===== src/rtl/async_fifo_read_drain_pkg.sv =====
// Shared definitions for the async FIFO read-side drain logic:
// FSM state encodings, skid buffer depth and the pointer helper.
package async_fifo_read_drain_pkg;

  typedef enum logic [1:0] {
    ST_IDLE  = 2'd0,
    ST_RUN   = 2'd1,
    ST_DRAIN = 2'd2
  } rd_state_e;

  localparam int SKID_DEPTH = 3;

  typedef logic [1:0] skid_ptr_t;

  // Advance a skid buffer pointer, wrapping modulo SKID_DEPTH.
  function automatic skid_ptr_t skid_ptr_inc(input skid_ptr_t ptr);
    return (ptr == skid_ptr_t'(SKID_DEPTH - 1)) ? skid_ptr_t'(0) : ptr + skid_ptr_t'(1);
  endfunction

endpackage


===== src/rtl/async_fifo_read_drain_skid_buf.sv =====
// Three-entry skid buffer that absorbs the FIFO read latency.
// push writes at wr_ptr, pop retires the head at rd_ptr, count reports occupancy.
module fifo_rd_skid_buf
  import async_fifo_read_drain_pkg::*;
#(
  parameter int DATA_WIDTH = 32
) (
  input  logic                  clk_i,
  input  logic                  reset_i,
  input  logic                  push_i,
  input  logic [DATA_WIDTH-1:0] push_data_i,
  input  logic                  pop_i,
  output logic [DATA_WIDTH-1:0] head_o,
  output logic [1:0]            count_o
);

  logic [DATA_WIDTH-1:0] entry_q [SKID_DEPTH];
  skid_ptr_t             rd_ptr_q;
  skid_ptr_t             wr_ptr_q;
  logic [1:0]            occ_q;

  // Entry storage: written on push only.
  // NOTE: the storage array is deliberately not reset; occ_q gates every use, so stale contents are never observed.
  always_ff @(posedge clk_i) begin
    if (push_i) begin
      entry_q[wr_ptr_q] <= push_data_i;
    end
  end

  // Pointers and occupancy; simultaneous push and pop leave occupancy unchanged.
  // NOTE: non-blocking assignments so every register updates from pre-edge values.
  always_ff @(posedge clk_i) begin
    if (reset_i) begin
      rd_ptr_q <= '0;
      wr_ptr_q <= '0;
      occ_q    <= '0;
    end else begin
      if (push_i) wr_ptr_q <= skid_ptr_inc(wr_ptr_q);
      if (pop_i)  rd_ptr_q <= skid_ptr_inc(rd_ptr_q);
      occ_q <= occ_q + 2'(push_i) - 2'(pop_i);
    end
  end

  assign head_o  = entry_q[rd_ptr_q];
  assign count_o = occ_q;

  a_no_overflow : assert property (@(posedge clk_i) disable iff (reset_i)
    !(push_i && !pop_i && occ_q == 2'(SKID_DEPTH)));

  a_no_underflow : assert property (@(posedge clk_i) disable iff (reset_i)
    !(pop_i && occ_q == 2'd0));

endmodule


===== src/rtl/async_fifo_read_drain.sv =====
// Read-side consumer for async_fifo_system: pops the FIFO against its empty
// flag, buffers words in a skid buffer and presents a framed valid/ready stream.
module async_fifo_read_drain
  import async_fifo_read_drain_pkg::*;
#(
  parameter int DATA_WIDTH = 32,
  parameter int BURST_LEN  = 16,
  parameter int CNT_WIDTH  = 16
) (
  input  logic                  clk_i,
  input  logic                  reset_i,
  input  logic                  enable_i,
  input  logic                  fifo_empty_i,
  input  logic [DATA_WIDTH-1:0] fifo_data_i,
  output logic                  fifo_read_req_o,
  output logic                  m_valid_o,
  output logic [DATA_WIDTH-1:0] m_data_o,
  output logic                  m_last_o,
  input  logic                  m_ready_i,
  output logic [CNT_WIDTH-1:0]  word_cnt_o,
  output logic                  busy_o
);

  localparam int BEAT_WIDTH = (BURST_LEN > 1) ? $clog2(BURST_LEN) : 1;
  localparam logic [BEAT_WIDTH-1:0] LAST_BEAT = BEAT_WIDTH'(BURST_LEN - 1);

  rd_state_e             state_q;
  rd_state_e             state_d;
  logic                  inflight_q;
  logic [BEAT_WIDTH-1:0] beat_q;
  logic [CNT_WIDTH-1:0]  word_cnt_q;
  logic [1:0]            occ;
  logic [DATA_WIDTH-1:0] head;
  logic [2:0]            committed;
  logic                  holding;
  logic                  transfer;

  fifo_rd_skid_buf #(
    .DATA_WIDTH(DATA_WIDTH)
  ) u_skid (
    .clk_i      (clk_i),
    .reset_i    (reset_i),
    .push_i     (inflight_q),
    .push_data_i(fifo_data_i),
    .pop_i      (transfer),
    .head_o     (head),
    .count_o    (occ)
  );

  // Buffered words plus the word in flight must fit the skid buffer.
  assign committed       = {1'b0, occ} + {2'b00, inflight_q};
  assign holding         = (occ != 2'd0) || inflight_q;
  assign fifo_read_req_o = (state_q == ST_RUN) && !fifo_empty_i && (committed < 3'(SKID_DEPTH));

  // Data is zeroed while invalid so the stream reads all-zero out of reset.
  assign m_valid_o  = (occ != 2'd0);
  assign m_data_o   = m_valid_o ? head : '0;
  assign m_last_o   = m_valid_o && (beat_q == LAST_BEAT);
  assign transfer   = m_valid_o && m_ready_i;
  assign word_cnt_o = word_cnt_q;
  assign busy_o     = (state_q != ST_IDLE);

  // Next-state logic: fetch in RUN, finish buffered work in DRAIN.
  // NOTE: state_d takes its default first so every path assigns it and no latch is inferred.
  always_comb begin
    state_d = state_q;
    case (state_q)
      ST_IDLE:  if (enable_i) state_d = ST_RUN;
      ST_RUN:   if (!enable_i) state_d = holding ? ST_DRAIN : ST_IDLE;
      ST_DRAIN: begin
        if (enable_i)      state_d = ST_RUN;
        else if (!holding) state_d = ST_IDLE;
      end
      default:  state_d = ST_IDLE;
    endcase
  end

  // State, in-flight flag, burst beat and transfer counter.
  always_ff @(posedge clk_i) begin
    if (reset_i) begin
      state_q    <= ST_IDLE;
      inflight_q <= 1'b0;
      beat_q     <= '0;
      word_cnt_q <= '0;
    end else begin
      state_q    <= state_d;
      inflight_q <= fifo_read_req_o;
      if (transfer) begin
        beat_q     <= (beat_q == LAST_BEAT) ? '0 : beat_q + BEAT_WIDTH'(1);
        word_cnt_q <= word_cnt_q + CNT_WIDTH'(1);
      end
    end
  end

endmodule


===== config.mk =====
export PLATFORM = sky130hd
export DESIGN_NAME = async_fifo_read_drain
export DESIGN_NICKNAME = d
export VERILOG_FILES = /design/src/rtl/async_fifo_read_drain_pkg.sv /design/src/rtl/async_fifo_read_drain_skid_buf.sv /design/src/rtl/async_fifo_read_drain.sv
export SDC_FILE = /design/constraint.sdc
export NUM_CORES = 1
export LEC_CHECK = 0
export CAP_MARGIN = 20
export CORE_ASPECT_RATIO = 0.6
export CORE_MARGIN = 2
export CORE_UTILIZATION = 45
export DETAILED_ROUTE_END_ITERATION = 6
export HOLD_SLACK_MARGIN = 0.02
export PLACE_DENSITY = 0.7
export SYNTH_ARGS = -nofsm -noshare
export SYNTH_HDL_FRONTEND = slang
export SYNTH_HIERARCHICAL = 1
export SYNTH_SLANG_ARGS = --single-unit

===== constraint.sdc =====
create_clock -name clk_i -period 4.15 [get_ports clk_i]
set_clock_uncertainty 0.15 [all_clocks]
set_input_delay 0.6225 -clock clk_i [delete_from_list [all_inputs] [get_ports clk_i]]
set_output_delay 0.6225 -clock clk_i [all_outputs]
set_load 0.02 [all_outputs]

==> flow_summary.ini <==
[synth]
synth_top_area_frac = 0.556
syn_avg_cell_area_sq_um = 13.3
synth_edf_count = 96
synth_cell_types = 45
synthXorXnorAreaFrac = 0.0246
ys_seq_area_frac = 0.676
synth.area.mux_share = 0.0618
synth_area_sq_um = 5190
async_reset_ff_frac = 0
ys_top_cells_by_area = edfxtp_1, dfxtp_1, mux2i_1
synthFlopType = edfxtp_1
synth_nets = 432
synth-simple-area-share = 0.131
synth_compound_area_frac = 0.0613
netlist_instances = 389
yosysTopAreaCell = edfxtp_1
synth_top_family_by_area = simple AND/OR/NAND/NOR gates
synth.top_cells.by_count = edfxtp_1, nand2_1, and2_1, mux2i_1, dfxtp_1
synth_adder_area_share = 0.0145
synth_warnings = 6
ys_seq_elements = 127
post-synth-top-count-cell = edfxtp_1

[power_and_ir_drop]
p_int_mw = 2.94
combPwrFrac = 0.266
swShare = 0.277
peakVddDrop_v = 0.000367
switching_power_mw = 1.13
p_leak_nw = 2.26
p_per_area_nw_per_um2 = 596
p_clk_frac = 0.365
seq_power_share = 0.368

[die]
start_util = 0.461
dieHeight_microns = 87.2
io_pins = 89
rows = 30
dieArea_sq_um = 12400
fp.dieW_microns = 143
core_area_sq_um = 11300

[sta]
rsz0062_at_grt = false
max_slew_margin = 0.400
final.period_utilization = 0.808
min_period_ns = 3.35
hold_viol_final = 0
slew_viol_final = 0
timing.fmax_ghz = 0.298
setup_viol = 0
fin_setup_tns_ns = 0
tightest_slew_ns = 0.899

[global_routing]
grt_pass1_wl_microns = 15800
first_global_vias = 3134
grt_max_degree = 36
antenna_found_initial = 0
overflow = 0
grt_usage = 0.172

[clock_tree]
cts_setup_buffers = 0
numCtsBuffers = 17
clockBufferDepth = 2
htree_levels = 4
post_cts_resized = 0
cts.sinks = 127
hold_buffers = 0
insertion_delay_ns = 0.40
cts_tree = built
clock-root-buffer = clkbuf_16
path_clk_slew_ns = 0.05

[final_layout]
nNetsFinal = 529
fillers = 887
areaGrowthSynthToFinish_pct = 31.6
fin_util = 0.606
finalNonFillerCells = 642
drive_gt1_frac = 0.104
diodes = 0

[setup_path]
critPathArrivalTime_ns = 2.58
worstPathCellList = ha_1 > ha_1 > or4b_2 > a21oi_1 > clkdlybuf4s50_1
critPathBufInv = 1
slowest_stage = clkdlybuf4s50_1
worst-path-max-fanout = 8
required_ns = 3.38
cp-end-kind = primary output
startpoint_type = register
critPathTopFamily = buffers and inverters
cp_common_cell = ha_1
crit_path_max_incr_delay_ns = 0.63
worst-setup-path-type = reg2out

[job]
cap_violations = 0

[worst_hold_path]
min_path_type = reg2reg

[placed_design]
placement.io_buffers = 88
dp_hpwl_microns = 6220
place.gp.congestion = 0.769
dp_cells = 609

[route]
drt-total-wl_microns = 10000
ant_nets = 0
drt_iter0_drc = 187
drcViolationCount = 0
wl_per_cell_microns = 15.6
drt_first_pass_iters = 4
vias = 3222
viasPerCell = 5.02

[run_status]
status = completed
-- through the flow --
stage               hold slack, ns  worst slack, ns  power, mW  area [sq um]
floorplan                    0.285            0.654       2.18          5190
global placement             0.308            0.955       2.61          6180
detailed placement           0.317            0.943       2.61          6180
CTS                          0.328            0.763       4.12          6780
global route                 0.340            0.646       4.27          6820
finish                       0.325            0.796       4.07          6820
-- final timing paths --
kind	slack [ns]	from	endpoint	depth (start not counted)
worst max register to register	1.83	u_skid/count_o[0]	u_skid/count_o[1]	7
worst min-delay path	0.33	beat_q[1]	beat_q[1]	2
worst max-delay path	0.80	inflight_q	fifo_read_req_o	5
worst min register to register	0.33	beat_q[1]	beat_q[1]	2
-- kinds of logic (layout without fill, tap and decap cells) --
logic type / count (synthesis) / in the layout
compound gates: 55 / 55
xor+xnor: 13 / 13
simple gates: 130 / 130
fa+ha+maj: 6 / 6
mux: 32 / 32
flops: 127 / 127
buf+inv: 26 / 135
-- power by group through the flow --
| stage | clock network, mW | logic, mW | registers [mW] |
|---|---|---|---|
| floorplan | 0 | 0.714 | 1.47 |
| global placement | 0 | 1.08 | 1.53 |
| detailed placement | 0 | 1.09 | 1.53 |
| CTS | 1.52 | 1.10 | 1.50 |
| global route | 1.59 | 1.17 | 1.51 |
| finish | 1.49 | 1.08 | 1.50 |
-- routing by layer --
layer  routed length, microns  track usage  vias to the layer above
met4                       94       0.0630                        0
met5                        0            0                        -
li1                         -            -                     1599
met1                     4890        0.232                     1549
met3                      351       0.0489                       10
met2                     4660        0.269                       64
-- layout by cell type, fill, tap and decap left out, drive strengths merged, types with 2 or more instances in the layout --
cell type,n
or4b,2
nor2,19
xor2,5
o211ai,2
ha,6
nand3b,3
o21ai,34
buf,8
xnor2,7
nand2,43
inv,8
mux2i,32
clkinvlp,3
clkbuf,17
nor4,2
nor2b,3
dfxtp,31
nand4,6
or2,2
nand2b,2
nand3,5
o21ba,2
nor3,3
a21oi,11
bufinv,4
clkdlybuf4s50,88
and2,32
and2b,2
edfxtp,96
clkinv,7
-- cell type report --
| cell class | instances | area, sq um | area share |
|---|---|---|---|
| Clock inverter | 14 | 174 | 0.0255 |
| Clock buffer | 17 | 425 | 0.0624 |
| Sequential cell | 127 | 3510 | 0.514 |
| Inverter | 8 | 30.0 | 0.00440 |
| Multi-Input combinational cell | 236 | 1530 | 0.225 |
| Tap cell | 144 | 180 | 0.0264 |
| Timing Repair Buffer | 96 | 973 | 0.143 |
-- tightest hold or removal path, stage by stage (launching register included) --
cell,delay (ns)
dfxtp_1,0.32
nand2_1,0.06
a21oi_1,0.05
-- sequential cells by signal, summed over array words and instances (netlist names), named ones only --
register         flops
u_skid/wr_ptr_q      2
u_skid/entry_q      96
state_q              2
word_cnt_o          16
inflight_q           1
u_skid/rd_ptr_q      2
u_skid/count_o       2
beat_q               4
Note: power is estimated with default switching activity, not from simulation.
